## config.mk

```make
export PLATFORM = sky130hd
export DESIGN_NAME = video_capture
export DESIGN_NICKNAME = d
export VERILOG_FILES = /design/src/rtl/video_capture.sv
export SDC_FILE = /design/constraint.sdc
export NUM_CORES = 1
export LEC_CHECK = 0
export ABC_AREA = 1
export BUFFER_PORTS_ARGS = -buffer_cell sky130_fd_sc_hd__clkbuf_2
export CORE_ASPECT_RATIO = 1.2
export CORE_MARGIN = 3
export CORE_UTILIZATION = 60
export CTS_CLUSTER_DIAMETER = 30
export DETAILED_ROUTE_END_ITERATION = 10
export GPL_TIMING_DRIVEN = 0
export HOLD_SLACK_MARGIN = 0.05
export PLACE_DENSITY = 0.85
export SLEW_MARGIN = 40
export SYNTH_ARGS = -nofsm -noshare
export SYNTH_HDL_FRONTEND = slang
export SYNTH_SLANG_ARGS = --single-unit
```

## constraint.sdc

```tcl
create_clock -name clk -period 11.74 [get_ports clk]
set_clock_uncertainty 0.05 [all_clocks]
set_input_delay 2.348 -clock clk [delete_from_list [all_inputs] [get_ports clk]]
set_output_delay 2.348 -clock clk [all_outputs]
set_load 0.01 [all_outputs]
```

## src/rtl/video_capture.sv

```systemverilog
`timescale 1ns/1ps
// video_capture
//   Receive side of the parallel HDMI video link. The pixel clock and all
//   video inputs are oversampled on clk; on each detected pixel-clock rising
//   edge the frame-lock FSM advances and, while capturing, active pixels are
//   packed to RGB888 and pushed into a small first-word-fall-through FIFO
//   tagged with start-of-frame and end-of-line.
//
//   Optional build macro: VIDEO_CAPTURE_TIMING_CHECK_EN adds the short-line /
//   wrong-line-count detector behind timing_err. Without it timing_err is 0.
//
// Ports
//   clk, rst                 system clock, async active-high reset
//   HDMI_CLK                 pixel clock (<= clk/4), treated as data
//   HDMI_DATA[35:0]          {R[11:0],G[11:0],B[11:0]}, top 8 bits per channel used
//   HDMI_HSYNC, HDMI_VSYNC   active-low syncs (hsync is not needed for capture)
//   HDMI_EN                  data enable
//   pix_data/sof/eol/valid   FIFO head, valid = FIFO non-empty
//   pix_ready                downstream accept
//   locked                   capturing a frame in sync
//   overflow                 sticky, pixel dropped on full FIFO
//   clr_status               clears overflow and timing_err (a new set wins)
//   timing_err               sticky timing violation (macro build only)
//
// state     | meaning
// S_SEEK    | lost or never had sync; wait for vsync low
// S_SYNC    | inside vsync; wait for vsync high to start a frame
// S_CAPTURE | pushing active pixels of the current frame
module video_capture #(
   parameter int H_ACTIVE   = 720,
   parameter int V_ACTIVE   = 480,
   parameter int FIFO_DEPTH = 8
) (
   input  logic        clk,
   input  logic        rst,
   input  logic        HDMI_CLK,
   input  logic [35:0] HDMI_DATA,
   input  logic        HDMI_HSYNC,
   input  logic        HDMI_VSYNC,
   input  logic        HDMI_EN,
   output logic [23:0] pix_data,
   output logic        pix_sof,
   output logic        pix_eol,
   output logic        pix_valid,
   input  logic        pix_ready,
   output logic        locked,
   output logic        overflow,
   input  logic        clr_status,
   output logic        timing_err
);

   localparam int HW = (H_ACTIVE > 1) ? $clog2(H_ACTIVE) : 1;
   localparam int VW = $clog2(V_ACTIVE + 1);
   localparam int AW = (FIFO_DEPTH > 1) ? $clog2(FIFO_DEPTH) : 1;
   localparam int CW = $clog2(FIFO_DEPTH + 1);

   typedef enum logic [1:0] {S_SEEK, S_SYNC, S_CAPTURE} state_t;

   // input synchronisers; video signals get two flops so they line up with clk_s2
   logic        clk_s1, clk_s2, clk_s3;
   logic [23:0] pix_d1, pix_d2;
   logic        vs_d1, vs_d2, en_d1, en_d2;
   logic        rise;

   logic unused_inputs;
   assign unused_inputs = ^{HDMI_HSYNC, HDMI_DATA[27:24], HDMI_DATA[15:12], HDMI_DATA[3:0]};

   always_ff @(posedge clk or posedge rst) begin
      if (rst) begin
         clk_s1 <= 1'b0;
         clk_s2 <= 1'b0;
         clk_s3 <= 1'b0;
         pix_d1 <= '0;
         pix_d2 <= '0;
         vs_d1  <= 1'b0;
         vs_d2  <= 1'b0;
         en_d1  <= 1'b0;
         en_d2  <= 1'b0;
      end else begin
         clk_s1 <= HDMI_CLK;
         clk_s2 <= clk_s1;
         clk_s3 <= clk_s2;
         pix_d1 <= {HDMI_DATA[35:28], HDMI_DATA[23:16], HDMI_DATA[11:4]};
         pix_d2 <= pix_d1;
         vs_d1  <= HDMI_VSYNC;
         vs_d2  <= vs_d1;
         en_d1  <= HDMI_EN;
         en_d2  <= en_d1;
      end
   end

   assign rise = clk_s2 & ~clk_s3;

   // FIFO: entry = {pixel, sof, eol}
   logic [25:0]   mem [FIFO_DEPTH];
   logic [AW-1:0] wr_ptr, rd_ptr;
   logic [CW-1:0] fifo_count;
   logic          full, pop, want_push, push, drop;

   state_t        state;
   logic [HW-1:0] hcount;
   logic [VW-1:0] vcount;
   logic          sof_pend, first_entry, frame_ok;

   assign pix_valid = (fifo_count != '0);
   assign full      = (fifo_count == CW'(FIFO_DEPTH));
   assign pop       = pix_valid & pix_ready;
   assign want_push = rise & (state == S_CAPTURE) & en_d2;
   // a pop in the same cycle frees the slot, so a full FIFO still accepts
   assign push      = want_push & (~full | pop);
   assign drop      = want_push & full & ~pop;

   assign pix_data = mem[rd_ptr][25:2];
   assign pix_sof  = mem[rd_ptr][1];
   assign pix_eol  = mem[rd_ptr][0];

   always_ff @(posedge clk or posedge rst) begin
      if (rst) begin
         for (int i = 0; i < FIFO_DEPTH; i++) mem[i] <= '0;
         wr_ptr     <= '0;
         rd_ptr     <= '0;
         fifo_count <= '0;
      end else begin
         if (push) begin
            mem[wr_ptr] <= {pix_d2, sof_pend, hcount == HW'(H_ACTIVE - 1)};
            wr_ptr      <= wr_ptr + AW'(1);
         end
         if (pop) rd_ptr <= rd_ptr + AW'(1);
         case ({push, pop})
            2'b10:   fifo_count <= fifo_count + CW'(1);
            2'b01:   fifo_count <= fifo_count - CW'(1);
            default: fifo_count <= fifo_count;
         endcase
      end
   end

`ifdef VIDEO_CAPTURE_TIMING_CHECK_EN
   logic en_prev;
   logic terr_set;
   assign terr_set = rise & (state == S_CAPTURE) &
                     ((en_prev & ~en_d2 & (hcount != '0)) |
                      (~vs_d2 & (vcount != VW'(V_ACTIVE))));
`else
   assign timing_err = 1'b0;
`endif

   always_ff @(posedge clk or posedge rst) begin
      if (rst) begin
         state       <= S_SEEK;
         hcount      <= '0;
         vcount      <= '0;
         sof_pend    <= 1'b0;
         first_entry <= 1'b1;
         frame_ok    <= 1'b0;
         locked      <= 1'b0;
         overflow    <= 1'b0;
`ifdef VIDEO_CAPTURE_TIMING_CHECK_EN
         en_prev     <= 1'b0;
         timing_err  <= 1'b0;
`endif
      end else begin
         if (drop)            overflow <= 1'b1;
         else if (clr_status) overflow <= 1'b0;

`ifdef VIDEO_CAPTURE_TIMING_CHECK_EN
         if (terr_set)        timing_err <= 1'b1;
         else if (clr_status) timing_err <= 1'b0;
         if (rise) en_prev <= en_d2;
`endif

         if (rise) begin
            case (state)
               S_SEEK: begin
                  if (!vs_d2) state <= S_SYNC;
               end
               S_SYNC: begin
                  if (vs_d2) begin
                     state       <= S_CAPTURE;
                     hcount      <= '0;
                     vcount      <= '0;
                     sof_pend    <= 1'b1;
                     locked      <= first_entry | frame_ok;
                     first_entry <= 1'b0;
                  end
               end
               S_CAPTURE: begin
                  if (drop) begin
                     // abandon the frame; buffered pixels still drain
                     state       <= S_SEEK;
                     locked      <= 1'b0;
                     first_entry <= 1'b1;
                  end else begin
                     if (push) begin
                        sof_pend <= 1'b0;
                        if (hcount == HW'(H_ACTIVE - 1)) begin
                           hcount <= '0;
                           vcount <= vcount + VW'(1);
                        end else begin
                           hcount <= hcount + HW'(1);
                        end
                     end
                     if (!vs_d2) begin
                        state    <= S_SYNC;
                        frame_ok <= (vcount == VW'(V_ACTIVE));
                     end
                  end
               end
               default: state <= S_SEEK;
            endcase
         end
      end
   end

endmodule

```

# After elaboration in Yosys (flattened, before gate mapping)
# Cells that the tools add are included.
# Widths: inputs -> output; s select.
[op_classes]
addsub = 6
magnitude_cmp = 3
n_eq_ne = 12
muxes = 33
bitwise_logic = 16
reduce_logical = 11
[op_table]
columns = ["cell", "n"]
rows = [
  ["$bwmux 208", 1],
  ["$bmux 26 s3", 1],
  ["$demux 26 s3", 1],
  ["$mux 26", 3],
  ["$mux 10", 4],
  ["$mux 9", 4],
  ["$pmux 10 s2", 1],
  ["$pmux 9 s2", 1],
  ["$add 10x1->10 const B", 1],
  ["$eq 10x10->1 const B", 1],
  ["$add 9x1->9 const B", 1],
  ["$eq 9x9->1 const B", 1],
  ["$mux 1", 9],
  ["$ge 4x4->1 const B", 2],
  ["$ne 2x2->1 const B", 4],
  ["$not 3->4", 2],
  ["$pmux 4 s2", 1],
  ["$reduce_and 4->1", 2],
  ["$and 1x1->1", 7],
  ["$add 3x1->3 const B", 2],
  ["$mux 2", 3],
  ["$pmux 1 s2", 3],
  ["$pmux 2 s3", 1],
  ["$reduce_and 6->1", 1],
  ["15 further kinds", 24],
]
[totals]
register_bits = 299
out_inout_bits = 30

# Depth between registers and ports, before layout
[logic_depth]
depth_word = 8
depth_mapped = 15

# Worst setup path before layout
# OpenSTA, ideal clock, no wires.
[synth_timing]
kind = "register to output"
start = "reg rd_ptr[0]"
end = "out pix_data[14]"
arrival_time_ns = 1.363
required_time_ns = 9.342
slack_ns = 7.979
path_stages_with_launch = 7
n_path_buf = 3
path_cell_list = "dfrtp_1 buf_2 clkinv_1 buf_2 clkbuf_1 o21ai_0 a31oi_1"
[synth_between]
elab_chain_cells = 4
[synth_lines]
columns = ["item", "line_no", "source"]
rows = [
  ["start, declared", "96", "logic [AW-1:0] wr_ptr, rd_ptr;"],
  ["start signal, assigned", "128", "if (pop) rd_ptr <= rd_ptr + AW'(1);"],
  ["$not 3->4 (not written as such)", "113", "assign pix_data = mem[rd_ptr][25:2];"],
  ["$bmux 26 s3", "113", ""],
  ["$mux 26 (2 in a row)", "--", ""],
  ["end, declared", "41", "output logic [23:0] pix_data,"],
]
# Every way passes these cells. The select of a mux whose other input is x is not followed.

# Worst setup path after layout
[layout_timing]
start = "reg rd_ptr[0]"
end = "out pix_data[23]"
# The elaborated chain is that of the path after synthesis.

==> results.toml <==
[worst_setup_path]
cp.required_ps = 9340
cp-start-kind = "flip-flop"
cp_data_arrival_time_ps = 2870
worst_r2r_endpoint = "fifo_count[2]"
ff2ff_path_depth = 14
r2r_slack_ps = 9770
path_max_fanout = 10
crit_path_end_kind = "primary output"
path_class = "reg -> out"
r2r_start = "state[0]"

[final_layout]
multi_input_area_sq_um = 4830
final_common_cell = "nand2_1"
fill_cells = 1425
layout_common_cells = "nand2_1, dfrtp_1, nor2_1"
fin_area_sq_um = 15600
regArea_sq_um = 7480
fin_nets = 1629
area_delta_synth_final_pct = 19.4
drive_above_1_share = 0.184
diodes = 0

[floorplanning]
die_w_um = 141
io_pins = 74
core_area_sq_um = 21200
die_h_um = 168
core.rowCount = 58
start_util = 0.616
dieArea_sq_um = 23600

[synthesis]
synth.distinct_cells = 37
synthCells = 1462
yosys_warnings = 0
seq_area_frac_synth = 0.574
synth_top_cell_area_share = 0.572
synthTopCellsByArea = "dfrtp_1, nand2_1, o21ai_1"
synth_edf_count = 0
synth_ff_type = "dfrtp_1"
ys_async_sr_fraction = 1.00
synth.net_count = 1512
syn_area_sq_um = 13000
synth_largest_area_cell = "dfrtp_1"
ys_seq_elements = 299
synth.avg_cell_area_sq_um = 8.92

[routing]
drc_errors = 0
wire_per_inst_um = 19.2
viasPerCell = 5.96
wl_mm = 36.3
firstDrtPassIters = 7
vias = 11300
antenna_left = 0
drt_iter0_drc = 1128

[power]
p_int_mw = 2.51
p_leak_nw = 7.45
combPwrFrac = 0.281
vdd_drop_max_mv = 0.195
power_density_nw_per_um2 = 253
switching_power_mw = 1.44
p_sw_frac = 0.364
power_frac_seq = 0.336
clkPwrFrac = 0.383

[timing]
finalHoldViolations = 0
fin_setup_tns_ps = 0
drv_slew = 0
timing.fmax_mhz = 190
finalSetupViolCount = 0
rsz0062_at_grt = "false"
worstMarginPinSlew_ps = 799
fin_crit_ps = 5270
max_slew_margin = 0.467
post-route-period-util = 0.449

[placed_design]
place_congestion = 0.896
placed_cell_area_sq_um = 13800
dp_hpwl_mm = 22.8
port_buffers = 59

[worst_hold_path]
hold_depth = 0
min_from = "pix_d1[19]"
holdPathEnd = "pix_d2[19]"
hold_class = "reg -> reg"

[clock_network]
clkSinkCount = 299
htreeDepth = 2
cts_setup_buffers = 0
cts_resized = 0
cts-root-buf = "clkbuf_16"
postCtsHoldBufs = 0
cts_buffers = 52
cts_tree = "yes"
cts_buffer_depth = 3
cts.clk_slew.worst_paths_ps = 50
clkLatencyLatePin_ps = 560

[status]
status = "finished, final reports clean"

[grt]
grt_use_total = 0.314
grt_max_degree = 74
grt_pass1_vias = 11900
overflow = 0
antenna_found_initial = 0
grt_pass1_wl_mm = 59.3

[flow_run]
cap_viol_max_count = 0
[registers in the layout, summed over array words and instances (netlist names), 2 cells and up]
register and flops:
mem 208, hcount 10, pix_d1 24, vcount 9
state 2, fifo_count 4, wr_ptr 3, pix_d2 24
rd_ptr 3
[metal layers]
layer / vias up / wire, um / global-route usage / share of wire
met3: 181 / 3600 / 0.0811 / 0.099
li1: 5056 / - / - / -
met2: 633 / 17700 / 0.522 / 0.49
met4: 0 / 1890 / 0.166 / 0.052
met1: 5417 / 13200 / 0.375 / 0.36
met5: - / 0 / 0 / 0
[how the worst max path moves through the flow]
stage	start	to	cells after the start
floorplan	rst	clk_s1	1
global placement	rst	pix_d2[6]	2
detailed placement	rd_ptr[0]	pix_data[23]	7
CTS	rd_ptr[0]	pix_data[23]	7
global route	rd_ptr[0]	pix_data[23]	7
finish	rd_ptr[0]	pix_data[23]	7
[through the flow]
stage          hold slack, ps  utilization  power (mW)  setup slack (ps)  instances
2_1_floorplan             281            -        2.01              1080       1462
3_3_place_gp              282        0.646        2.33             -1750       1791
3_5_place_dp              285        0.651        2.39              7180       1795
4_1_cts                   289        0.735        3.93              6590       1893
5_1_grt                   292        0.735        4.13              6410       1893
6_report                  286        0.735        3.95              6470       1893
[synth_stat cells, types with 4 or more instances]
library cell  count
nor2_1          168
buf_6            12
buf_2            43
nand4_1           8
a31oi_1          26
o21ai_2          52
nand3_4           4
a21oi_1          29
o21ai_1         159
clkbuf_1         26
nand3_1          31
xor2_1            7
inv_1            58
nand3b_1          5
inv_2             9
nand2_2           5
dfrtp_1         298
ha_1              6
o21ai_0         111
nand2_1         376
[area by class of cell]
cell class,count,area share
well taps,270,0.0217
clock inverters,39,0.0255
clock buffers,59,0.0891
repair buffers,63,0.0260
flip-flops and latches,299,0.480
inverters,69,0.0171
multi-input cells,1009,0.310
plain buffers,85,0.0304
[power by group through the flow]
stage	combinational [mW]	sequential [mW]	clock (mW)
global route	1.22	1.34	1.57
detailed placement	1.06	1.33	0
floorplan	0.703	1.30	0
global placement	1.01	1.32	0
finish	1.11	1.33	1.51
CTS	1.09	1.32	1.52
[cell families after synthesis]
family | Yosys count | share of synthesized area
flops | 299 | 0.574
buf+inv | 154 | 0.0562
other cells | 1 | 0.000287
fa+ha+maj | 6 | 0.00575
simple gates | 609 | 0.192
compound gates | 383 | 0.165
xor+xnor | 10 | 0.00671
[critical path: stages, from the launching register on]
cell      delay (ps)
dfrtp_1          400
buf_2            170
clkinv_1         110
buf_2            300
buf_1            570
o21ai_0          190
a31oi_1          380
clkbuf_2         210
No activity file was read; power rests on OpenSTA's default activity.
